<file path="src/rtl/fire_control.sv">
`default_nettype none
// ============================================================================
// Module   : fire_control
// Purpose  : Trigger sequencer ahead of the ammo counter. It produces single-cycle
//            fire pulses, bursts, cooldown spacing and a timed reload window.
// Option   : FIRE_CONTROL_AUTO_RELOAD_EN enters RELOAD automatically when ammo is 0.
// Revision : 1.0 - initial release
// ============================================================================
module fire_control #(
    parameter int AMMO_W        = 9,
    parameter int CD_W          = 8,
    parameter int BURST_LEN     = 3,
    parameter int RELOAD_CYCLES = 16
) (
    input  logic              clk,
    input  logic              rst_n,
    input  logic [3:0]        mode,
    input  logic              trigger,
    input  logic              reload_req,
    input  logic              burst_sel,
    input  logic [CD_W-1:0]   cooldown,
    input  logic [AMMO_W-1:0] ammo_level,
    output logic              fire,
    output logic              loading_ammo,
    output logic              dry_fire,
    output logic              busy,
    output logic [1:0]        state,
    output logic [15:0]       shot_count
);

    localparam logic [3:0]        c_MODE_ATTACK = 4'b0010;
    localparam int                c_RL_W        = $clog2(RELOAD_CYCLES + 1);
    localparam logic [c_RL_W-1:0] c_RL_LAST     = c_RL_W'(RELOAD_CYCLES - 1);
    localparam logic [2:0]        c_BURST       = 3'(BURST_LEN);

    typedef enum logic [1:0] {
        S_IDLE   = 2'd0,
        S_FIRE   = 2'd1,
        S_COOL   = 2'd2,
        S_RELOAD = 2'd3
    } state_t;

    state_t              r_state;
    state_t              w_next;
    logic                r_trig_q;
    logic                r_reload_pend;
    logic [2:0]          r_burst_left;
    logic [CD_W-1:0]     r_cd_timer;
    logic [c_RL_W-1:0]   r_rl_cnt;
    logic                r_fire;
    logic                r_loading;
    logic                r_dry;
    logic                r_busy;
    logic [15:0]         r_shot_count;

    logic                w_pend_nx;
    logic [2:0]          w_burst_nx;
    logic [CD_W-1:0]     w_cd_nx;
    logic [c_RL_W-1:0]   w_rl_nx;
    logic                w_dry;
    logic                w_trig_edge;
    logic                w_atk;
    logic                w_has_ammo;
    logic                w_pend_eff;
    logic                w_auto_rl;

`ifdef FIRE_CONTROL_AUTO_RELOAD_EN
    assign w_auto_rl = 1'b1;
`else
    assign w_auto_rl = 1'b0;
`endif

    assign w_trig_edge = trigger & ~r_trig_q;
    assign w_atk       = (mode == c_MODE_ATTACK);
    assign w_has_ammo  = (ammo_level != '0);
    // A request arriving on the cooldown exit cycle still wins over the burst.
    assign w_pend_eff  = r_reload_pend | reload_req;

    always_comb begin
        w_next     = r_state;
        w_burst_nx = r_burst_left;
        w_cd_nx    = r_cd_timer;
        w_rl_nx    = r_rl_cnt;
        w_pend_nx  = r_reload_pend;
        w_dry      = 1'b0;
        case (r_state)
            S_IDLE: begin
                if (reload_req) begin
                    w_next = S_RELOAD;
                end else if (w_trig_edge && w_atk && w_has_ammo) begin
                    w_next     = S_FIRE;
                    w_burst_nx = burst_sel ? c_BURST : 3'd1;
                end else begin
                    w_dry = w_trig_edge;
                    if (w_auto_rl && !w_has_ammo) begin
                        w_next = S_RELOAD;
                    end
                end
            end
            S_FIRE: begin
                w_next     = S_COOL;
                w_burst_nx = r_burst_left - 3'd1;
                w_cd_nx    = cooldown;
                w_pend_nx  = w_pend_eff;
            end
            S_COOL: begin
                w_pend_nx = w_pend_eff;
                if (r_cd_timer != '0) begin
                    w_cd_nx = r_cd_timer - CD_W'(1);
                end else if (w_pend_eff) begin
                    w_next     = S_RELOAD;
                    w_burst_nx = 3'd0;
                end else if (r_burst_left != 3'd0 && w_atk && w_has_ammo) begin
                    w_next = S_FIRE;
                end else begin
                    w_burst_nx = 3'd0;
                    w_next     = (w_auto_rl && !w_has_ammo) ? S_RELOAD : S_IDLE;
                end
            end
            S_RELOAD: begin
                w_dry = w_trig_edge;
                if (r_rl_cnt == '0) begin
                    w_next = S_IDLE;
                end else begin
                    w_rl_nx = r_rl_cnt - c_RL_W'(1);
                end
            end
            default: w_next = S_IDLE;
        endcase
        if (w_next == S_RELOAD && r_state != S_RELOAD) begin
            w_rl_nx   = c_RL_LAST;
            w_pend_nx = 1'b0;
        end
    end

    // Outputs are registered from the next state so they line up with the state they describe.
    always_ff @(posedge clk or negedge rst_n) begin
        if (!rst_n) begin
            r_state       <= S_IDLE;
            r_trig_q      <= 1'b0;
            r_reload_pend <= 1'b0;
            r_burst_left  <= 3'd0;
            r_cd_timer    <= '0;
            r_rl_cnt      <= '0;
            r_fire        <= 1'b0;
            r_loading     <= 1'b0;
            r_dry         <= 1'b0;
            r_busy        <= 1'b0;
            r_shot_count  <= 16'd0;
        end else begin
            r_state       <= w_next;
            r_trig_q      <= trigger;
            r_reload_pend <= w_pend_nx;
            r_burst_left  <= w_burst_nx;
            r_cd_timer    <= w_cd_nx;
            r_rl_cnt      <= w_rl_nx;
            r_fire        <= (w_next == S_FIRE);
            r_loading     <= (w_next == S_RELOAD);
            r_dry         <= w_dry;
            r_busy        <= (w_next != S_IDLE);
            if (w_next == S_FIRE && r_shot_count != 16'hFFFF) begin
                r_shot_count <= r_shot_count + 16'd1;
            end
        end
    end

    assign fire         = r_fire;
    assign loading_ammo = r_loading;
    assign dry_fire     = r_dry;
    assign busy         = r_busy;
    assign state        = r_state;
    assign shot_count   = r_shot_count;

endmodule
`default_nettype wire

</file>
<file path="config.mk">
export PLATFORM = sky130hd
export DESIGN_NAME = fire_control
export DESIGN_NICKNAME = d
export VERILOG_FILES = /design/src/rtl/fire_control.sv
export SDC_FILE = /design/constraint.sdc
export NUM_CORES = 1
export LEC_CHECK = 0
export CAP_MARGIN = 5
export CORE_UTILIZATION = 51
export DETAILED_ROUTE_END_ITERATION = 8
export HOLD_SLACK_MARGIN = 0.05
export PLACE_DENSITY = 0.79
export SYNTH_ARGS = -nofsm -noshare
export SYNTH_HDL_FRONTEND = slang
export SYNTH_SLANG_ARGS = --single-unit
export TNS_END_PERCENT = 100
</file>
<file path="constraint.sdc">
create_clock -name clk -period 2.9 [get_ports clk]
set_input_delay 0.58 -clock clk [delete_from_list [all_inputs] [get_ports clk]]
set_output_delay 0.58 -clock clk [all_outputs]
set_load 0.01 [all_outputs]
</file>
==> impl_metrics.env <==
export IMPL_n_antenna_cell=0
export IMPL_yosys_top_cells_count="dfrtp_1, nor2_1, nand2_1"
export IMPL_drv_slew=0
export IMPL_h_tree_depth=2
export IMPL_async_flop_share=1.00
export IMPL_wl_um=4750
export IMPL_start_kind="input port"
export IMPL_initial_core_util=0.551
export IMPL_crit_path_end_kind="flip-flop"
export IMPL_synth_edf_count=0
export IMPL_yosysTopAreaCellShare=0.438
export IMPL_place_congestion=0.824
export IMPL_synth_area_mm2=0.00228
export IMPL_synth_area_top_cells="dfrtp_1, ha_1, xor2_1"
export IMPL_clock_latency_ps=300
export IMPL_fin_crit_sh=0.928
export IMPL_antenna_left=0
export IMPL_synth_compound_area_frac=0.125
export IMPL_hold_buffers=0
export IMPL_rsz0062_at_grt="no"
export IMPL_dieArea_mm2=0.00475
export IMPL_dp_hpwl_um=3500
export IMPL_postCtsSetupBuffers=0
export IMPL_required_ps=3090
export IMPL_synth_adder_area_share=0.0712
export IMPL_fp_row_count=23
export IMPL_power_density_mw_per_mm2=365
export IMPL_drc=0
export IMPL_ir_worst_vdd_v=0.000353
export IMPL_track_usage=0.223
export IMPL_preCtsSetupSlack_ps=-112
export IMPL_critical_path_arrival_ps=2880
export IMPL_leakage_nw=1.35
export IMPL_syn_nets=277
export IMPL_via_per_inst=5.45
export IMPL_firstDrtPassIters=4
export IMPL_max_cap_viol_count=0
export IMPL_finClkSkew_ps=8.97
export IMPL_synth_xor_area_share=0.0728
export IMPL_design_area_mm2=0.00299
export IMPL_ys_seq_area_frac=0.438
export IMPL_outcome="completed"
export IMPL_cts_tree="built"
export IMPL_hold_worst_slack_ps=398
export IMPL_clk_pin_slew_worst_paths_ps=80
export IMPL_cts_made_buffers=5
export IMPL_cts_buffer_depth=2
export IMPL_finalWorstSetupSlack_ps=209
export IMPL_clock_sinks=40
export IMPL_gr_total_overflow=0
export IMPL_yosys_mux_area_fraction=0.0137
export IMPL_reg2reg_depth=9
export IMPL_worstSetupPathType="input port to flip-flop"
export IMPL_period_needed_ps=2690
export IMPL_root_buffer="clkbuf_8"
export IMPL_antenna_found_initial=0
export IMPL_postLayoutCoreUtil=0.721
export IMPL_synth_most_common_cell="dfrtp_1"
export IMPL_synth_seq_cells=40
export IMPL_hold_class="input port to async pin"
export IMPL_placed_cell_area_mm2=0.00287
export IMPL_grt_max_degree=41
export IMPL_die_y_um=68.9
export IMPL_setup_viol=0
export IMPL_synth_cell_types=47
export IMPL_syn_area_per_cell_um2=9.60
export IMPL_synth_main_ff_cell="dfrtp_1"
export IMPL_grt_pass1_vias=1751
export IMPL_synth_top_family_by_area="simple AND/OR/NAND/NOR gates"
export IMPL_worstMarginPinSlew_ps=917
export IMPL_portBuffers=47
export IMPL_synthCells=238
export IMPL_area_delta_synth_final_pct=30.8
export IMPL_synth_area_leader_cell="dfrtp_1"
export IMPL_die_x_um=68.9
export IMPL_max_slew_margin=0.387
export IMPL_ctsResizeCount=0
export IMPL_vias=1890
export IMPL_ios=48
export IMPL_worst_path_max_fanout=7
export IMPL_fmax_mhz=372
export IMPL_nets=335
export IMPL_synth_simple_gate_area_frac=0.243
export IMPL_yosysWarnings=0
export IMPL_grt_first_pass_wirelength_um=7660
export IMPL_drt_iter0_drc=59
export IMPL_avgRoutedWirePerCell_um=13.7
export IMPL_hold_viol=0
export IMPL_coreArea_mm2=0.00414
export IMPL_drive_gt1_frac=0.121
==> cell type report <==
cell class / count / area [um2]
fill: 338 / 1160
tap: 50 / 62.6
multi-input combinational: 178 / 1200
inverter: 15 / 56.3
sequential: 40 / 1000
clock inverter: 2 / 38.8
timing repair buffer: 56 / 546
clock buffer: 6 / 82.6
==> cells in the final DEF, fill, tap and decap left out, drive strengths merged, types with 3 or more instances in the layout <==
cell,instances
dfrtp,40
xor2,14
xnor2,5
o22ai,5
buf,10
clkbuf,6
or3,4
o21ai,6
nand3,12
a21oi,18
inv,15
clkdlybuf4s50,46
nor2,24
ha,13
nand2,22
nand4,4
nor3,14
nor2b,3
==> per-stage QoR <==
stage / power [mW] / TNS (ps) / cells
CTS: 1.11 / 0 / 347
finish: 1.09 / 0 / 347
global placement: 0.619 / -390 / 339
detailed placement: 0.619 / -934 / 339
global route: 1.14 / 0 / 347
floorplan: 0.574 / 0 / 238
==> sequential cells by signal (all words and copies together) (netlist names) <==
register	cells
loading_ammo	1
r_trig_q	1
r_burst_left	3
r_reload_pend	1
dry_fire	1
r_cd_timer	8
shot_count	16
state	2
busy	1
r_rl_cnt	5
fire	1
==> critical path: stages <==
cell and delay [ps]:
clkdlybuf4s50_1 390, or4_1 550, o311a_1 410, o21ba_2 230
nor2_2 160, nand3b_4 230, mux2_2 340
==> path summary, 6_finish.rpt <==
path | from | endpoint | slack [ps]
setup / recovery | ammo_level[4] | shot_count[1] | 210
hold / removal | rst_n | r_burst_left[2] | 400
setup reg to reg | r_rl_cnt[0] | shot_count[2] | 270
hold reg to reg | shot_count[8] | shot_count[8] | 500
max in group asynchronous | rst_n | shot_count[4] | 1960
min in group clk | shot_count[8] | shot_count[8] | 500
==> metal layers <==
metal	wire, um	track usage	vias to the layer above	share of wire
met2	2250	0.374	56	0.47
li1	-	-	945	-
met5	0	0	-	0
met4	63	0.0791	0	0.013
met3	321	0.0559	6	0.068
met1	2120	0.276	883	0.45
==> report_power, final <==
group | switching (mW) | internal [mW]
clock network | 0.204 | 0.281
logic | 0.0175 | 0.0310
registers | 0.000223 | 0.558
==> cell families (layout without fill, tap and decap cells) <==
family / after synthesis / count (layout)
xor+xnor: 19 / 19
flops: 40 / 40
simple gates: 99 / 99
fa+ha+maj: 13 / 13
compound gates: 44 / 44
mux: 3 / 3
buf+inv: 20 / 79
Note: power is estimated with default switching activity, not from simulation.
